### src/rtl/vscale_mem_arbiter.sv
// vscale_mem_arbiter: shares one pipelined single-ported memory bus between
// the instruction fetch port and the data port. Data accesses win by default.
// A streak limit guarantees that instruction fetch still gets a slot.
//
// Bus handshake: an address phase is offered while mem_en is high (valid).
// It is taken on a rising edge where mem_ready is also high (ready). The
// data phase of that transfer then runs until a later edge with mem_ready
// high. mem_error is meaningful only in a cycle where mem_ready is high.
module vscale_mem_arbiter #(
  parameter int MAX_DMEM_STREAK = 4,
  parameter int CNT_WIDTH       = 32
) (
  input  logic                 clk,
  input  logic                 reset,
  input  logic [31:0]          imem_addr,
  output logic                 imem_wait,
  output logic [31:0]          imem_rdata,
  output logic                 imem_badmem_e,
  input  logic                 dmem_en,
  input  logic                 dmem_wen,
  input  logic [2:0]           dmem_size,
  input  logic [31:0]          dmem_addr,
  input  logic [31:0]          dmem_wdata_delayed,
  output logic [31:0]          dmem_rdata,
  output logic                 dmem_wait,
  output logic                 dmem_badmem_e,
  output logic                 mem_en,
  output logic                 mem_wen,
  output logic [2:0]           mem_size,
  output logic [31:0]          mem_addr,
  output logic [31:0]          mem_wdata,
  input  logic [31:0]          mem_rdata,
  input  logic                 mem_ready,
  input  logic                 mem_error,
  output logic [CNT_WIDTH-1:0] dmem_stall_cnt
);

  localparam logic [3:0] STREAK_MAX = 4'(MAX_DMEM_STREAK);
  localparam logic [2:0] SIZE_WORD  = 3'b010;

  typedef enum logic {
    OWNER_I = 1'b0,
    OWNER_D = 1'b1
  } owner_e;

  // Everything the arbiter remembers about the transfer in its data phase.
  typedef struct packed {
    logic   valid;
    owner_e owner;
    logic   wen;
  } dphase_t;

  dphase_t     dphase;
  logic [3:0]  streak;
  owner_e      grant;
  logic        accept;
  logic        i_pending;
  logic        d_pending;

  // Address-phase grant and the request driven onto the bus.
  always_comb begin
    grant    = (dmem_en && (streak != STREAK_MAX)) ? OWNER_D : OWNER_I;
    mem_en   = 1'b0;
    mem_wen  = 1'b0;
    mem_size = 3'b000;
    mem_addr = 32'h0;
    if (!reset) begin
      mem_en = 1'b1;
      if (grant == OWNER_D) begin
        mem_wen  = dmem_wen;
        mem_size = dmem_size;
        mem_addr = dmem_addr;
      end else begin
        mem_size = SIZE_WORD;
        mem_addr = imem_addr;
      end
    end
  end

  assign accept    = mem_en && mem_ready;
  assign i_pending = dphase.valid && (dphase.owner == OWNER_I);
  assign d_pending = dphase.valid && (dphase.owner == OWNER_D);

  // Route responses, errors, store data and stalls back to the owning port.
  always_comb begin
    imem_rdata    = 32'h0;
    dmem_rdata    = 32'h0;
    imem_badmem_e = 1'b0;
    dmem_badmem_e = 1'b0;
    mem_wdata     = 32'h0;
    imem_wait     = 1'b0;
    dmem_wait     = 1'b0;
    if (!reset) begin
      imem_rdata    = mem_rdata;
      dmem_rdata    = mem_rdata;
      imem_badmem_e = i_pending && mem_ready && mem_error;
      dmem_badmem_e = d_pending && mem_ready && mem_error;
      if (d_pending && dphase.wen) begin
        mem_wdata = dmem_wdata_delayed;
      end
      imem_wait = (grant != OWNER_I) || !mem_ready || (i_pending && !mem_ready);
      dmem_wait = (dmem_en && ((grant != OWNER_D) || !mem_ready)) ||
                  (d_pending && !mem_ready);
    end
  end

  // Data-phase ownership: captured on accept, dropped when the bus goes idle.
  always_ff @(posedge clk) begin
    if (reset) begin
      dphase <= '0;
    end else if (accept) begin
      dphase.valid <= 1'b1;
      dphase.owner <= grant;
      dphase.wen   <= mem_wen;
    end else if (mem_ready) begin
      dphase.valid <= 1'b0;
    end
  end

  // Consecutive data grants, saturating at the limit; any fetch grant clears it.
  always_ff @(posedge clk) begin
    if (reset) begin
      streak <= 4'd0;
    end else if (accept) begin
      if (grant == OWNER_D) begin
        streak <= (streak >= STREAK_MAX) ? STREAK_MAX : streak + 4'd1;
      end else begin
        streak <= 4'd0;
      end
    end
  end

  // Free-running count of data-port stall cycles, wrapping naturally.
  always_ff @(posedge clk) begin
    if (reset) begin
      dmem_stall_cnt <= '0;
    end else if (dmem_wait) begin
      dmem_stall_cnt <= dmem_stall_cnt + {{(CNT_WIDTH-1){1'b0}}, 1'b1};
    end
  end

endmodule

### config.mk
export PLATFORM = sky130hd
export DESIGN_NAME = vscale_mem_arbiter
export DESIGN_NICKNAME = d
export VERILOG_FILES = /design/src/rtl/vscale_mem_arbiter.sv
export SDC_FILE = /design/constraint.sdc
export NUM_CORES = 1
export LEC_CHECK = 0
export BUFFER_PORTS_ARGS = -buffer_cell sky130_fd_sc_hd__buf_2
export CAP_MARGIN = 0
export CORE_AREA = 2 2 118 120
export CTS_BUF_LIST = sky130_fd_sc_hd__clkbuf_16
export DETAILED_ROUTE_END_ITERATION = 10
export DIE_AREA = 0 0 120 122
export GPL_TIMING_DRIVEN = 1
export PLACE_DENSITY_LB_ADDON = 0.08
export SLEW_MARGIN = 20
export SYNTH_ARGS = -nofsm -noshare
export SYNTH_HDL_FRONTEND = slang
export SYNTH_SLANG_ARGS = --single-unit
### constraint.sdc
create_clock -name clk -period 2.2 [get_ports clk]
set_input_delay 0.44 -clock clk [delete_from_list [all_inputs] [get_ports clk]]
set_output_delay 0.44 -clock clk [all_outputs]
set_load 0.01 [all_outputs]
## After elaboration in Yosys (flattened, before gate mapping)

Cells that the tools add are included.
W data, S select, Z words.

| word-level totals | value |
|---|---|
| memories kept | 0 |
| bits in writable memories | 0 |
| word-level logic and storage cells | 48 |
| flip-flop bits (word level) | 39 |
| output and inout bits | 169 |
| memory bits (read-only) | 0 |
| input port bits | 137 |
| latch bits | 0 |

| cells by class | value |
|---|---|
| $mul | 0 |
| eq/ne operators | 1 |
| div/mod/pow operators | 0 |
| muxes and demuxes | 19 |
| order comparisons | 1 |
| shift operators | 0 |
| reduce and logical (&&, ||, !) cells | 18 |
| add/subtract/negate cells | 2 |
| bitwise gates (word level) | 2 |

Operator list:

| cell | number |
|---|---|
| $mux W32 | 5 |
| $add A32 B1 Y32 const B | 1 |
| $logic_and A1 B1 Y1 | 12 |
| $mux W1 | 10 |
| $mux W4 | 2 |
| $mux W3 | 2 |
| $add A4 B1 Y4 const B | 1 |
| $ge A4 B3 Y1 const B | 1 |
| $logic_or A1 B1 Y1 | 4 |
| $ne A4 B3 Y1 const B | 1 |
| $not A1 Y1 | 2 |
| $reduce_bool A2 Y1 | 1 |
| $logic_not A1 Y1 | 1 |

## Logic depth before layout (Yosys ltp)

Gate-level depths: netlist of run 1.

| depth | value |
|---|---|
| word-level depth | 8 |
| mapped depth | 8 |
| mapped depth without buffers | 6 |

## Worst setup path after synthesis of run 1

No wires, ideal clock.

| timing | value |
|---|---|
| kind | register to output |
| from | register streak[0] |
| to | output port mem_addr[10] |
| stages on the path, launching flop included | 9 |
| slack | 213 ps |
| buffers on the path | 2 |
| data arrival time | 1,547 ps |
| cell sequence | dfxtp_1 inv_1 ha_1 nand2_1 o21a_1 clkbuf_1 clkbuf_1 nand2_1 a21oi_1 |

| between the ends | value |
|---|---|
| word-level cells in the longest chain between the ends | 5 |

RTL lines:

| what | RTL line | RTL |
|---|---|---|
| start, declared | 54 | `logic [3:0] streak;` |
| start signal, assigned | 126 | `streak <= (streak >= STREAK_MAX) ? STREAK_MAX : streak + 4'd1;` |
| $ne A4 B3 Y1 | 62 | `grant = (dmem_en && (streak != STREAK_MAX)) ? OWNER_D : OWNER_I;` |
| $logic_and A1 B1 Y1 | 62 |  |
| $mux W1 | 62 |  |
| $mux W32 | 69 | `if (grant == OWNER_D) begin` |
| $mux W32 | 67 | `if (!reset) begin` |
| end, declared | 30 | `output logic [31:0] mem_addr,` |

No other way between the ends.

## Worst setup path in the final report of run 1

| timing | value |
|---|---|
| from | register streak[0] |
| to | output port mem_addr[2] |

Same word-level chain as after synthesis.

==> flow_summary.ini, run 1 <==
[setup_path]
required_ns = 1.76
critPathTopFamily = buffers and inverters
reg2reg_slack_ns = 0.23
reg2reg_to = dmem_stall_cnt[10]
crit_buf_inv = 4
r2r-start = dmem_stall_cnt[0]
crit_path_start_kind = register
r2r_cells = 6
arrival_ns = 1.71
cp_max_fo = 9
critPathCaptureType = primary output
path_class = reg2out
crit_slowest_cell = dfxtp_2
crit_cells = 9
crit_chain = inv_2, ha_4, nand2_4, o21ai_4, buf_12, clkbuf_16, nand2_1, a21oi_1, buf_2
critical-path-max-stage-delay_ns = 0.32

[synthesis]
yosys_warnings = 0
async_flop_share = 0
synth_area_sq_mm = 0.00318
syn_inst = 456
ys.flop_type = dfxtp_1
synth_area_leader_cell = dfxtp_1
ys_types = 41
synth_top_area_share = 0.245
yosysSeqAreaShare = 0.245
syn_area_per_cell_sq_um = 6.98
ys_seq_elements = 39
synth.area.top_cells = dfxtp_1 (25%), nand2_1 (9.7%), a21oi_1 (8.8%)
synth_edf_count = 0
synth_nets = 596

[sta]
rsz0062_at_grt = yes
tightestPinTransition_ns = 0.633
slew_headroom = 0.573
max_freq_mhz = 465
fin_tns_setup_ns = 0
hold_violations = 0
drv_slew = 0
finalSetupViolations = 0
skew_ns = 0.00498
period_needed_ns = 2.15
period_share = 0.978

[die]
num_io_pins = 306
initial_core_util = 0.236
die_width_um = 120
die_h_um = 122
core-area_sq_mm = 0.0135
die-area_sq_mm = 0.0146
fp-row-count = 43

[power]
power_density_mw_per_mm2 = 378
peakVddDrop_v = 0.000244
power_leakage_nw = 2.68
finalPower_mw = 1.94

[cts]
clock-sinks = 39
htree_levels = 2
clkLatencyLatePin_ns = 0.28
tritoncts = built
numCtsBuffers = 5
path_clk_slew_ns = 0.05
clock_path_buffers = 2
cts_root_buf = clkbuf_16

[worst_hold_path]
hold_end = dphase[0]
min-delay-start = dmem_wen
hold_class = in2reg
hold_depth = 3

[run]
max_cap_violations = 0

[grt]
grt_pass1_wl_mm = 20.1
track_usage = 0.174
grt_antenna_before_repair = 3
grt_pass1_vias = 3825
grt_overflow = 0
grt_max_degree = 93

[placed_design]
io_buffers = 305
placed_cell_area_sq_mm = 0.00476
dp_hpwl_mm = 11.1
dp.cells = 898
place_congestion = 0.804

[cells_and_area]
final_area_sq_mm = 0.00514
final_nets = 873
final_cells = 916
final_common_cell = buf_2
layout_common_cells = buf_2 (303), nand2_1 (81), a21oi_1 (47)
layout-drive-gt1-share = 0.504
area_delta_synth_final_pct = 61.4

[routing]
drt_pass1_iterations = 4
routed_wirelength_mm = 14.2
drc = 0
via_per_inst = 4.55
routedWlPerCell_um = 15.5
ant_nets = 0
drt_iter0_markers = 200
num_vias = 4170

[status]
status = complete, no violations
## routing by layer
metal | global-route usage | share of wire
met2 | 0.277 | 0.47
met1 | 0.244 | 0.45
met3 | 0.0435 | 0.076
met5 | 0 | 0.00091
met4 | 0.0243 | 0.0068
## area by class of cell
class                      count  area, sq um
sequential                    39          783
tap                          180          225
clock inverter                 3         11.3
timing repair buffer         334         1890
multi-input combinational    346         2070
inverter                       7         26.3
antenna                        2         5.00
clock buffer                   5          125
fill                        1474         8360
## cells in the mapped netlist, types with 3 or more instances
master,number
nand3_1,12
buf_1,4
and2_1,32
clkbuf_1,20
nand2_1,82
buf_4,32
and3_1,7
a21oi_1,56
inv_1,7
nor2b_1,40
o21a_1,5
or4_1,10
nand4b_1,3
nor4_1,7
buf_2,5
o21ai_0,10
nor2_1,18
nand2b_1,3
o31ai_1,10
ha_1,3
or3_1,8
nand4_1,8
dfxtp_1,39
nor3b_1,4
and4_1,4
mux2_2,7
## kinds of logic (layout without fill, tap and decap cells)
logic type	count (synthesis)	count (layout)	share of synthesized area
flops	39	39	0.245
buf+inv	71	349	0.129
other cells	0	2	0
mux	9	9	0.0318
fa+ha+maj	3	3	0.0118
xor+xnor	2	2	0.00550
compound gates	88	88	0.158
simple gates	244	244	0.419
## worst max-delay path by stage
stage | end | from | slack [ns]
5_1_grt | mem_addr[9] | streak[0] | -0.03
3_3_place_gp | dmem_stall_cnt[10] | dmem_en | 0.16
2_1_floorplan | mem_addr[10] | streak[0] | 0.21
3_5_place_dp | dmem_stall_cnt[30] | dmem_en | 0.14
4_1_cts | mem_addr[9] | streak[0] | 0.0003
6_report | mem_addr[2] | streak[0] | 0.05
## where the power goes
group          leakage, nW  internal, mW  switching (mW)
registers            0.316         0.714         0.00558
logic                 2.30         0.261           0.270
clock network       0.0701         0.408           0.282
## registers in the layout, indices dropped and copies added (netlist names)
name	cells
dphase	3
streak	4
dmem_stall_cnt	32
## what timing repair did
item / 4_1_cts / 5_1_grt
setup endpoints to repair: 29 / 37
pin swaps: 0 / 15
hold buffers: 0 / 0
setup buffers: 0 / 3
gates resized for setup: 3 / 23
gates cloned: 0 / 5
## stage by stage
| stage | setup WS (ns) | util | hold WS [ns] |
|---|---|---|---|
| 3_5_place_dp | 0.140 | 0.352 | 0.458 |
| 3_3_place_gp | 0.157 | 0.352 | 0.454 |
| 2_1_floorplan | 0.213 | - | 0.440 |
| 6_report | 0.0486 | 0.381 | 0.444 |
| 4_1_cts | 0.000255 | 0.363 | 0.435 |
| 5_1_grt | -0.0285 | 0.380 | 0.450 |
## worst register-to-register path, stage by stage (launching register included)
cell	delay, ns
dfxtp_1	0.33
ha_1	0.19
nand2_1	0.08
o32a_1	0.51
buf_4	0.25
or4_1	0.39
a21oi_1	0.15
Power figures use the tool's default switching activity.
==> inputs of run 2 (changes only) <==
--- a/config.mk
+++ b/config.mk
@@ -6,13 +6,12 @@
 export NUM_CORES = 1
 export LEC_CHECK = 0
 export BUFFER_PORTS_ARGS = -buffer_cell sky130_fd_sc_hd__buf_2
-export CAP_MARGIN = 0
 export CORE_AREA = 2 2 118 120
 export CTS_BUF_LIST = sky130_fd_sc_hd__clkbuf_16
 export DETAILED_ROUTE_END_ITERATION = 10
 export DIE_AREA = 0 0 120 122
 export GPL_TIMING_DRIVEN = 1
-export PLACE_DENSITY_LB_ADDON = 0.08
+export PLACE_DENSITY = 0.57
 export SLEW_MARGIN = 20
 export SYNTH_ARGS = -nofsm -noshare
 export SYNTH_HDL_FRONTEND = slang
==> flow_summary.ini, run 2 (synthesized netlist as in run 1, its figures left out) <==
[status]
status = complete, no violations

[setup_path]
cp_max_fo = 8
crit_chain = inv_2, ha_4, nand2_4, o21ai_4, buf_12, clkbuf_16, nand2_1, a21oi_2, buf_2
crit_slowest_cell = dfxtp_2
critPathTopFamily = buffers and inverters
required_ns = 1.76
path_class = reg2out
arrival_ns = 1.71
critPathCaptureType = primary output
critical-path-max-stage-delay_ns = 0.33
crit_path_start_kind = register
crit_buf_inv = 4

[placed_design]
io_buffers = 305
dp_hpwl_mm = 9.76
dp.cells = 901
place_congestion = 0.786

[cts]
numCtsBuffers = 5
cts_hold_buf = 0
cts_root_buf = clkbuf_16
path_clk_slew_ns = 0.05
tritoncts = built
htree_levels = 2
clkLatencyLatePin_ns = 0.28
clock-sinks = 39
clock_path_buffers = 2

[sta]
slew_headroom = 0.553
rsz0062_at_grt = yes
period_needed_ns = 2.15
drv_slew = 0
skew_ns = 0.00486
max_freq_mhz = 465
hold_ws_ns = 0.435
fin_tns_setup_ns = 0
period_share = 0.978
finalSetupViolations = 0
tightestPinTransition_ns = 0.670
hold_violations = 0

[cells_and_area]
largest_reg_flops = 32
layout_common_cells = buf_2 (304), nand2_1 (80), a21oi_1 (42)
top_register = dmem_stall_cnt
final_common_cell = buf_2
final_nets = 874
post-route-util = 0.380
fillCellCount = 1458
layout-drive-gt1-share = 0.514
final_cells = 916
area_delta_synth_final_pct = 61.3
largestRegisters = dmem_stall_cnt: 32 flops, streak: 4 flops, dphase: 3 flops

[routing]
ant_nets = 0
via_per_inst = 4.54
drt_iter0_markers = 221
drc = 0
drt_pass1_iterations = 4
routed_wirelength_mm = 12.9
num_vias = 4155
routedWlPerCell_um = 14.1

[die]
num_io_pins = 306
initial_core_util = 0.236
core-area_sq_mm = 0.0135
die-area_sq_mm = 0.0146
die_width_um = 120
fp-row-count = 43
die_h_um = 122

[power]
finalPower_mw = 1.94
power_leakage_nw = 2.68
power_density_mw_per_mm2 = 377
peakVddDrop_v = 0.000231

[worst_hold_path]
hold_class = in2reg

[grt]
grt_pass1_vias = 3625
grt_antenna_before_repair = 1
grt_max_degree = 49
grt_overflow = 0
track_usage = 0.151
grt_pass1_wl_mm = 18.2

[run]
max_cap_violations = 0
==> run 2: per-layer routing <==
| layer | routed length, um | vias up | global-route usage |
|---|---|---|---|
| met1 | 5680 | 1887 | 0.208 |
| met3 | 915 | 7 | 0.0243 |
| li1 | - | 2092 | - |
| met2 | 6240 | 169 | 0.246 |
| met5 | 0 | - | 0 |
| met4 | 91 | 0 | 0.0331 |
==> run 2: timing repair <==
item | CTS | global route
resized for setup | 8 | 20
cloned | 1 | 4
pin swaps | 1 | 14
buffers inserted | 0 | 1
endpoints found under the setup margin | 14 | 36
==> run 2: final timing paths <==
path	startpoint	endpoint	slack [ns]	cells after the start
worst max-delay path	streak[1]	mem_addr[18]	0.05	9
worst min-delay path	reset	dphase[0]	0.43	2
worst min register to register	dphase[0]	dphase[0]	0.48	2
worst max register to register	dmem_stall_cnt[0]	dmem_stall_cnt[10]	0.19	6
==> run 2: area by class of cell <==
type,count,area [sq um],share of cell area
sequential,39,783,0.152
inverter,7,26.3,0.00512
clock inverter,2,8.76,0.00171
tap,180,225,0.0438
timing repair buffer,335,1870,0.364
multi-input combinational,346,2090,0.407
antenna,2,5.00,0.000974
clock buffer,5,125,0.0244
==> run 2: stage by stage <==
step / worst slack [ns] / cell area (sq um)
final: 0.0484 / 5140
after global routing: -0.0122 / 5130
after CTS: 0.00590 / 4950
after detailed placement: 0.181 / 4770
after global placement: 0.196 / 4770
after floorplan: 0.213 / 3180
==> run 2: power by group <==
group | internal, mW | leakage (nW) | total (mW) | switching [mW]
Combinational | 0.263 | 2.30 | 0.538 | 0.275
Clock | 0.407 | 0.0671 | 0.680 | 0.273
Sequential | 0.714 | 0.316 | 0.720 | 0.00588
Total | 1.38 | 2.68 | 1.94 | 0.554
